$ cat src/rtl/rr_arb_pkg.sv
// Shared definitions for the round-robin arbiter: rotated-priority scan helper.
package rr_arb_pkg;

    localparam int unsigned RR_MAX_REQ = 32;

    // Index of first set bit scanning ptr, ptr+1, ... modulo n; -1 when none set.
    function automatic int rr_scan(input logic [RR_MAX_REQ-1:0] req,
                                   input int n,
                                   input int ptr);
        int result;
        int idx;
        result = -1;
        for (int k = 0; k < int'(RR_MAX_REQ); k++) begin
            if (k < n && result < 0) begin
                idx = ptr + k;
                if (idx >= n) begin
                    idx = idx - n;
                end
                if (req[idx]) begin
                    result = idx;
                end
            end
        end
        return result;
    endfunction

endpackage

$ cat src/rtl/dfflr.sv
// Load-enabled register with asynchronous active-low reset to zero.
module dfflr #(
    parameter int unsigned W = 1
) (
    input  logic         clk,
    input  logic         rst_n,
    input  logic         en,
    input  logic [W-1:0] d,
    output logic [W-1:0] q
);

    always_ff @(posedge clk or negedge rst_n) begin
        if (!rst_n) begin
            q <= '0;
        end else if (en) begin
            q <= d;
        end
    end

endmodule

$ cat src/rtl/dffr.sv
// Plain register with asynchronous active-low reset to zero.
module dffr #(
    parameter int unsigned W = 1
) (
    input  logic         clk,
    input  logic         rst_n,
    input  logic [W-1:0] d,
    output logic [W-1:0] q
);

    always_ff @(posedge clk or negedge rst_n) begin
        if (!rst_n) begin
            q <= '0;
        end else begin
            q <= d;
        end
    end

endmodule

$ cat src/rtl/rr_arb_pick.sv
// Combinational round-robin picker: first set request at or after ptr, wrapping.
module rr_arb_pick
    import rr_arb_pkg::*;
#(
    parameter int unsigned REQ_NUM   = 4,
    parameter int unsigned IDX_WIDTH = $clog2(REQ_NUM)
) (
    input  logic [REQ_NUM-1:0]   req,
    input  logic [IDX_WIDTH-1:0] ptr,
    output logic [REQ_NUM-1:0]   gnt,
    output logic [IDX_WIDTH-1:0] gnt_idx,
    output logic                 any_gnt
);

    logic [RR_MAX_REQ-1:0] req_ext;
    int                    pick;

    always_comb begin
        req_ext                = '0;
        req_ext[REQ_NUM-1:0]   = req;
        pick                   = rr_scan(req_ext, int'(REQ_NUM), int'(ptr));
        gnt                    = '0;
        gnt_idx                = '0;
        any_gnt                = 1'b0;
        if (pick >= 0) begin
            any_gnt      = 1'b1;
            gnt_idx      = IDX_WIDTH'(pick);
            gnt[gnt_idx] = 1'b1;
        end
    end

endmodule

$ cat src/rtl/rr_arb_reg.sv
// Round-robin arbiter feeding one registered valid/ready output stage.
// Optional owner lock enabled with RR_ARB_LOCK_EN.
module rr_arb_reg
    import rr_arb_pkg::*;
#(
    parameter int unsigned REQ_NUM    = 4,
    parameter int unsigned DATA_WIDTH = 32
) (
    input  logic                          clk_i,
    input  logic                          rst_n_i,
    input  logic [REQ_NUM-1:0]            req_valid_i,
    output logic [REQ_NUM-1:0]            req_ready_o,
    input  logic [REQ_NUM*DATA_WIDTH-1:0] req_data_i,
    output logic                          out_valid_o,
    input  logic                          out_ready_i,
    output logic [DATA_WIDTH-1:0]         out_data_o,
    output logic [$clog2(REQ_NUM)-1:0]    out_idx_o
`ifdef RR_ARB_LOCK_EN
    ,
    input  logic [REQ_NUM-1:0]            lock_i
`endif
);

    localparam int unsigned IDX_WIDTH = $clog2(REQ_NUM);

    logic                  load_en;
    logic                  xfer;
    logic [REQ_NUM-1:0]    eligible;
    logic [REQ_NUM-1:0]    gnt;
    logic [IDX_WIDTH-1:0]  gnt_idx;
    logic                  any_gnt;
    logic [IDX_WIDTH-1:0]  ptr;
    logic [IDX_WIDTH-1:0]  ptr_nxt;
    logic [DATA_WIDTH-1:0] sel_data;
    logic                  valid_nxt;

`ifdef RR_ARB_LOCK_EN
    logic                  locked;
    logic [IDX_WIDTH-1:0]  owner;
    logic [REQ_NUM-1:0]    owner_mask;

    // While locked only the owner may win arbitration.
    always_comb begin
        owner_mask        = '0;
        owner_mask[owner] = 1'b1;
        eligible          = locked ? (req_valid_i & owner_mask) : req_valid_i;
    end

    dfflr #(.W(1 + IDX_WIDTH)) u_lock_q (
        .clk   (clk_i),
        .rst_n (rst_n_i),
        .en    (xfer),
        .d     ({lock_i[gnt_idx], gnt_idx}),
        .q     ({locked, owner})
    );
`else
    assign eligible = req_valid_i;
`endif

    rr_arb_pick #(
        .REQ_NUM   (REQ_NUM),
        .IDX_WIDTH (IDX_WIDTH)
    ) u_pick (
        .req     (eligible),
        .ptr     (ptr),
        .gnt     (gnt),
        .gnt_idx (gnt_idx),
        .any_gnt (any_gnt)
    );

    assign load_en     = ~out_valid_o | out_ready_i;
    assign req_ready_o = gnt & {REQ_NUM{load_en}};
    assign xfer        = any_gnt & load_en;

    always_comb begin
        sel_data  = req_data_i[gnt_idx*DATA_WIDTH +: DATA_WIDTH];
        ptr_nxt   = (gnt_idx == IDX_WIDTH'(REQ_NUM - 1)) ? '0 : gnt_idx + IDX_WIDTH'(1);
        valid_nxt = load_en ? any_gnt : out_valid_o;
    end

    dfflr #(.W(DATA_WIDTH + IDX_WIDTH)) u_out_q (
        .clk   (clk_i),
        .rst_n (rst_n_i),
        .en    (xfer),
        .d     ({sel_data, gnt_idx}),
        .q     ({out_data_o, out_idx_o})
    );

    dffr #(.W(1)) u_valid_q (
        .clk   (clk_i),
        .rst_n (rst_n_i),
        .d     (valid_nxt),
        .q     (out_valid_o)
    );

    dfflr #(.W(IDX_WIDTH)) u_ptr_q (
        .clk   (clk_i),
        .rst_n (rst_n_i),
        .en    (xfer),
        .d     (ptr_nxt),
        .q     (ptr)
    );

endmodule

$ cat config.mk
export PLATFORM = sky130hd
export DESIGN_NAME = rr_arb_reg
export DESIGN_NICKNAME = d
export VERILOG_FILES = /design/src/rtl/rr_arb_pkg.sv /design/src/rtl/dfflr.sv /design/src/rtl/dffr.sv /design/src/rtl/rr_arb_pick.sv /design/src/rtl/rr_arb_reg.sv
export SDC_FILE = /design/constraint.sdc
export NUM_CORES = 1
export LEC_CHECK = 0
export ABC_CLOCK_PERIOD_IN_PS = 4450
export CAP_MARGIN = 5
export CORE_MARGIN = 10
export CORE_UTILIZATION = 38
export DETAILED_ROUTE_END_ITERATION = 10
export PLACE_DENSITY = 0.85
export SKIP_CTS_REPAIR_TIMING = 1
export SYNTH_ARGS = -nofsm -noshare
export SYNTH_HDL_FRONTEND = slang
export SYNTH_SLANG_ARGS = --single-unit
$ cat constraint.sdc
create_clock -name clk_i -period 4.45 [get_ports clk_i]
set_input_delay 0.445 -clock clk_i [delete_from_list [all_inputs] [get_ports clk_i]]
set_output_delay 0.445 -clock clk_i [all_outputs]
set_load 0.02 [all_outputs]
After elaboration in Yosys (flattened, before gate mapping)
Index checks and enable logic that the tools add are counted.

Flip-flop bits (word level): 37. Input port bits: 135. Output and inout port bits: 39. Logic and storage cells: 64.

$add $sub $neg: 8. $lt $le $gt $ge: 14. Equality and inequality tests: 1. Shift operators: 1. Multiplexer cells: 32. Bitwise logic cells: 4. Reduce and logical (&&, ||, !) cells: 1.

Operators with widths (number): $mux 32 (14); $lt 32x7->1 const B (4); $shiftx 128x8->32 (1); $ge 32x4->1 const B (3); $lt 32x1->1 const B (3); $sub 32x4->32 const B (3); $ge 32x1->1 const B (1); $bmux 1 s5 (4); $mux 1 (10); $add 2x2->3 const B (2); $and 4x4->4 (1); $mux 2 (2); $mux 4 (1); $sub 2x3->4 const B (1); $add 2x1->3 const B (1); $ge 2x3->1 const B (1); $lt 2x3->1 const B (1); $add 2x1->2 const B (1); $demux 1 s2 (1); $eq 2x2->1 const B (1); $ge 2x1->1 const B (1); $and 1x1->1 (1); $logic_and 1x1->1 (1); $not 1->1 (1); $or 1x1->1 (1).

Logic depth before layout (Yosys ltp)
Word-level depth: 33. Gate-level depth with buffers: 12. Depth with buffers taken out: 8.

Modules after synthesis
From an unflattened synthesis, not the netlist that was laid out.

Cells, all modules: 179. Area, all modules: 2824.0 µm².

Modules (own cells, without submodules): dfflr at u_out_q (times used 1, cells an instance 72, area each 1417.6 µm², seq. area each 850.8 µm²); rr_arb_reg (times used 1, cells an instance 48, area each 878.3 µm², seq. area each 0.0 µm²); rr_arb_pick (times used 1, cells an instance 54, area each 430.4 µm², seq. area each 0.0 µm²); dfflr at u_ptr_q (times used 1, cells an instance 4, area each 72.6 µm², seq. area each 50.0 µm²); dffr (times used 1, cells an instance 1, area each 25.0 µm², seq. area each 25.0 µm²).

Least setup slack after synthesis
No wires, ideal clock.

Path type: register to output. Start point: register u_ptr_q.q[0]. End point: output req_ready_o[3]. Arrival time: 2.959 ns. Required time: 4.005 ns. Setup slack: 1.046 ns. Stages on the path, launching flop included: 12. Path buffers: 4. Cell sequence: dfrtp_1 -> buf_6 -> inv_2 -> ha_1 -> buf_6 -> mux2_4 -> a22o_1 -> and4_4 -> or3_4 -> buf_6 -> buf_6 -> nor3_1.

Word-level cells in the longest chain between the ends: 19. Elaborated cells between the ends (all ways): 48. Those cells by class: add/sub: 7; order compare: 10; mux: 29; bitwise: 1; reduce/logical: 1.

RTL lines: start: declaration (RTL line dfflr.sv:9) `output logic [W-1:0] q`; start signal: assignment (RTL line dfflr.sv:14) `q <= '0;`; start signal: assignment (RTL line dfflr.sv:16) `q <= d;`; $add 2x1->3 (RTL line rr_arb_pkg.sv:15) `idx = ptr + k;`; $sub 32x4->32 or $ge 32x4->1 (tied branches) (RTL line rr_arb_pkg.sv:17, rr_arb_pkg.sv:16); $mux 32 (RTL line rr_arb_pkg.sv:16) `if (idx >= n) begin`; $mux 32 (RTL line rr_arb_pkg.sv:14) `if (k < n && result < 0) begin`; $bmux 1 s5 (RTL line rr_arb_pkg.sv:19) `if (req[idx]) begin`; $mux 1 (not written as such) (2 in a row) (RTL line rr_arb_pkg.sv:19); $mux 32 (RTL line rr_arb_pkg.sv:19); $mux 32 (RTL line rr_arb_pkg.sv:14); $lt 32x1->1 or $mux 32 (tied branches) (RTL line rr_arb_pkg.sv:14, rr_arb_pkg.sv:19); $mux 32 (RTL line rr_arb_pkg.sv:14); $lt 32x1->1 or $mux 32 (tied branches) (RTL line rr_arb_pkg.sv:14, rr_arb_pkg.sv:19); $mux 32 (*) (RTL line rr_arb_pkg.sv:14); parallel branches: the longest is 4 deep, another holds $ge 32x1->1; $mux 4 (*) (RTL line rr_arb_pick.sv:25) `if (pick >= 0) begin`; $and 4x4->4 (*) (RTL line rr_arb_reg.sv:72) `assign req_ready_o = gnt & {REQ_NUM{load_en}};`; end: declaration (RTL line rr_arb_reg.sv:12) `output logic [REQ_NUM-1:0] req_ready_o,`.

Every way passes the cells marked *. The select of a mux whose other input is x is not followed.

Final worst setup path
Ends and elaborated chain as after synthesis.

==> impl_metrics.xml <==
<?xml version="1.0" encoding="UTF-8"?>
<metrics>
  <group name="outcome">
    <metric name="outcome" unit="">finished, final reports clean</metric>
  </group>
  <group name="placement">
    <metric name="place.detailed.hpwl" unit="µm">9760</metric>
    <metric name="numPortBuffers" unit="">173</metric>
    <metric name="detailed_place.area" unit="mm²">0.00500</metric>
    <metric name="routabilityCongestion" unit="">0.908</metric>
  </group>
  <group name="drt">
    <metric name="routed-wl-met2" unit="µm">6660</metric>
    <metric name="met3_length" unit="µm">740</metric>
    <metric name="detail_route.wirelength" unit="µm">12600</metric>
    <metric name="drtPass1Iterations" unit="">4</metric>
    <metric name="initialDrtViolationCount" unit="">199</metric>
    <metric name="highest-signal-layer" unit="">met4</metric>
    <metric name="dr_drc_count" unit="">0</metric>
    <metric name="drt-vias-per-instance" unit="">5.56</metric>
    <metric name="num_vias" unit="">3308</metric>
    <metric name="wl_per_cell" unit="µm">21.2</metric>
    <metric name="met1Wirelength" unit="µm">4970</metric>
    <metric name="ant_nets" unit="">0</metric>
  </group>
  <group name="floorplanning">
    <metric name="core-area" unit="mm²">0.00830</metric>
    <metric name="ios" unit="">174</metric>
    <metric name="die_w" unit="µm">113</metric>
    <metric name="die_height" unit="µm">113</metric>
    <metric name="rows" unit="">33</metric>
    <metric name="start_util" unit="">0.394</metric>
    <metric name="dieArea" unit="mm²">0.0127</metric>
  </group>
  <group name="sta">
    <metric name="finalWorstPathRequiredPeriod" unit="ns">4.12</metric>
    <metric name="max_freq" unit="MHz">243</metric>
    <metric name="final_setup_viols" unit="">0</metric>
    <metric name="timing.max_slew.rel_slack" unit="">0.410</metric>
    <metric name="fin_tns_setup" unit="ns">0</metric>
    <metric name="skew" unit="ns">0.0144</metric>
    <metric name="hold_viol_final" unit="">0</metric>
    <metric name="layout_worst_path_cycle_share" unit="">0.926</metric>
    <metric name="worst_slew_pin_slew" unit="ns">0.885</metric>
    <metric name="grt_setup_unrepaired" unit="">no</metric>
    <metric name="drv_slew" unit="">0</metric>
  </group>
  <group name="global_routing">
    <metric name="maximum_number_of_pins_on_one_net_before_global_route_repair" unit="">38</metric>
    <metric name="grt.total_usage" unit="">0.188</metric>
    <metric name="residual_overflow_from_global_routing" unit="">0</metric>
    <metric name="first_pass_grt_wire_length" unit="µm">19500</metric>
    <metric name="antenna_found_initial" unit="">0</metric>
    <metric name="via_count_of_the_first_global_routing_pass" unit="">3547</metric>
  </group>
  <group name="synthesis">
    <metric name="synthesis.yosys.warnings" unit="">0</metric>
    <metric name="syn_area_per_cell" unit="µm²">9.82</metric>
    <metric name="synth-compound-area-share" unit="">0.349</metric>
    <metric name="synth_mux_area_frac" unit="">0.143</metric>
    <metric name="synthSimpleGateAreaFrac" unit="">0.0961</metric>
    <metric name="synthCells" unit="">333</metric>
    <metric name="synth_async_sr_flop_share" unit="">1.00</metric>
    <metric name="yosys.area_share.adder" unit="">0.0191</metric>
    <metric name="synth_top_family_by_area" unit="">compound AO/OA/AOI/OAI gates</metric>
    <metric name="synth-xor-area-share" unit="">0</metric>
    <metric name="yosysSeqAreaShare" unit="">0.283</metric>
    <metric name="ys_seq_elements" unit="">37</metric>
    <metric name="ys_dominant_reg_cell" unit="">sky130_fd_sc_hd__dfrtp_1</metric>
    <metric name="combined_area_of_all_synthesized_cells" unit="mm²">0.00327</metric>
    <metric name="synth-edff-count" unit="">0</metric>
    <metric name="synth.lib_cells_used.distinct" unit="">50</metric>
    <metric name="synth_nets" unit="">473</metric>
  </group>
  <group name="setup_path">
    <metric name="timing.reg2reg.setup_slack" unit="ns">0.56</metric>
    <metric name="worstRegToRegCells" unit="">10</metric>
    <metric name="critPathKind" unit="">reg2out</metric>
    <metric name="reg2reg_from" unit="">u_ptr_q.q[0]$_DFFE_PN0P_</metric>
    <metric name="arrival_time_reported_for_the_critical_path_endpoint" unit="ns">3.68</metric>
    <metric name="setup.worst_path.start_class" unit="">register</metric>
    <metric name="startpoint" unit="">u_ptr_q.q[0]$_DFFE_PN0P_</metric>
    <metric name="cp-end-kind" unit="">primary output</metric>
    <metric name="timing.critical_path.required" unit="ns">4.01</metric>
    <metric name="end_of_the_worst_register_to_register_path" unit="">u_out_q.q[18]$_DFFE_PN0P_</metric>
    <metric name="worst-path-max-fanout" unit="">15</metric>
    <metric name="crit_end" unit="">req_ready_o[3]</metric>
  </group>
  <group name="power_and_ir_drop">
    <metric name="leakage" unit="µW">0.00199</metric>
    <metric name="power-per-cell-area" unit="mW/mm²">844</metric>
    <metric name="max-vdd-ir-drop" unit="µV">490</metric>
  </group>
  <group name="clock_network">
    <metric name="clkSinkCount" unit="">37</metric>
    <metric name="cts_max_path_buffers" unit="">2</metric>
    <metric name="cts-root-buf" unit="">sky130_fd_sc_hd__clkbuf_8</metric>
    <metric name="cts.htree.levels" unit="">2</metric>
    <metric name="cts.clk_slew.worst_paths" unit="ns">0.08</metric>
    <metric name="clk-insertion-delay-late" unit="ns">0.29</metric>
    <metric name="cts_tree" unit="">yes</metric>
    <metric name="cts_buffers" unit="">5</metric>
  </group>
  <group name="job">
    <metric name="max-cap-violations" unit="">0</metric>
  </group>
  <group name="layout">
    <metric name="layout-drive-gt1-share" unit="">0.143</metric>
    <metric name="fin_area" unit="mm²">0.00508</metric>
    <metric name="mostFrequentLayoutCells" unit="">172 x sky130_fd_sc_hd__clkdlybuf4s50_1, 55 x sky130_fd_sc_hd__a211oi_1, 39 x sky130_fd_sc_hd__nor2_1, 37 x sky130_fd_sc_hd__mux2i_1, 37 x sky130_fd_sc_hd__dfrtp_1</metric>
    <metric name="antenna-diode-count" unit="">0</metric>
    <metric name="num-nets-final" unit="">629</metric>
    <metric name="final_common_cell" unit="">sky130_fd_sc_hd__clkdlybuf4s50_1</metric>
    <metric name="synthToLayoutAreaGrowth" unit="%">55.4</metric>
  </group>
  <group name="hold_path">
    <metric name="kind_of_path_behind_the_tightest_hold_check" unit="">in2async</metric>
  </group>
</metrics>
-- sequential cells by signal (all words and copies together), names as in the netlist --
register and cells:
u_out_q.q 34, u_ptr_q.q 2, u_valid_q.q 1
-- how the worst min path moves through the flow --
stage                                     end  slack, ns  depth (start not counted)
global placement     u_out_q.q[0]$_DFFE_PN0P_       0.47                          1
finish              u_out_q.q[12]$_DFFE_PN0P_       0.26                          1
global route        u_out_q.q[12]$_DFFE_PN0P_       0.32                          1
detailed placement   u_out_q.q[0]$_DFFE_PN0P_       0.49                          1
CTS                 u_out_q.q[18]$_DFFE_PN0P_       0.29                          1
floorplan            u_out_q.q[0]$_DFFE_PN0P_       0.15                          0
-- where the power goes --
part	leakage [µW]	total, µW	switching (µW)	internal, µW
clock network	0.0000450	238	129	109
logic	0.00153	3400	1990	1410
registers	0.000411	656	131	525
-- cells in the mapped netlist, types with 2 or more instances --
cell | number | area share
sky130_fd_sc_hd__a2111oi_0 | 7 | 0.019
sky130_fd_sc_hd__a2111oi_2 | 24 | 0.11
sky130_fd_sc_hd__a211oi_1 | 55 | 0.13
sky130_fd_sc_hd__a211oi_2 | 9 | 0.034
sky130_fd_sc_hd__a21o_1 | 3 | 0.0069
sky130_fd_sc_hd__a21oi_1 | 4 | 0.0061
sky130_fd_sc_hd__and3_1 | 2 | 0.0038
sky130_fd_sc_hd__buf_2 | 9 | 0.014
sky130_fd_sc_hd__buf_6 | 12 | 0.041
sky130_fd_sc_hd__clkbuf_1 | 13 | 0.015
sky130_fd_sc_hd__dfrtp_1 | 37 | 0.28
sky130_fd_sc_hd__ha_1 | 5 | 0.019
sky130_fd_sc_hd__inv_1 | 32 | 0.037
sky130_fd_sc_hd__mux2_2 | 2 | 0.0069
sky130_fd_sc_hd__mux2i_1 | 37 | 0.11
sky130_fd_sc_hd__mux2i_4 | 2 | 0.014
sky130_fd_sc_hd__nand2_1 | 3 | 0.0034
sky130_fd_sc_hd__nand3_1 | 2 | 0.0031
sky130_fd_sc_hd__nor2_1 | 39 | 0.045
sky130_fd_sc_hd__nor2b_1 | 2 | 0.0038
sky130_fd_sc_hd__nor3_1 | 2 | 0.0031
sky130_fd_sc_hd__nor3_2 | 2 | 0.0061
sky130_fd_sc_hd__o211ai_1 | 2 | 0.0046
sky130_fd_sc_hd__or3_1 | 2 | 0.0038
-- through the flow --
stage,util,hold slack [ns],total power (µW),setup WS (ns),instances
floorplan,-,0.149,3170,1.05,333
global placement,0.602,0.473,3970,0.743,587
detailed placement,0.602,0.486,4070,0.551,587
CTS,0.612,0.289,4310,0.349,595
global route,0.612,0.322,4600,0.126,595
finish,0.612,0.264,4290,0.329,595
-- logic make-up after synthesis --
group	after synthesis
buf+inv	68
fa+ha+maj	5
compound gates	117
mux	43
flops	37
simple gates	63
-- worst max-delay path, stage by stage, from the launching register on --
cell	delay (ns)
sky130_fd_sc_hd__dfrtp_1	0.68
sky130_fd_sc_hd__inv_2	0.18
sky130_fd_sc_hd__ha_1	0.51
sky130_fd_sc_hd__mux2_2	0.39
sky130_fd_sc_hd__a22o_1	0.23
sky130_fd_sc_hd__and4_4	0.20
sky130_fd_sc_hd__or3_4	0.37
sky130_fd_sc_hd__nor3_1	0.19
sky130_fd_sc_hd__clkdlybuf4s50_1	0.64
-- area by class of cell --
class                      count  area [µm²]
tap                          105         131
multi-input combinational    228        2010
clock inverter                 2        10.0
clock buffer                   6        72.6
fill                         710        3220
sequential                    37         926
inverter                      33         124
timing repair buffer         184        1810
-- layer usage --
layer / up-vias / global-route usage
li1: 1584 / -
met1: 1574 / 0.218
met2: 136 / 0.341
met3: 14 / 0.0354
met4: 0 / 0.0533
met5: - / 0
Note: power is estimated with default switching activity, not from simulation.
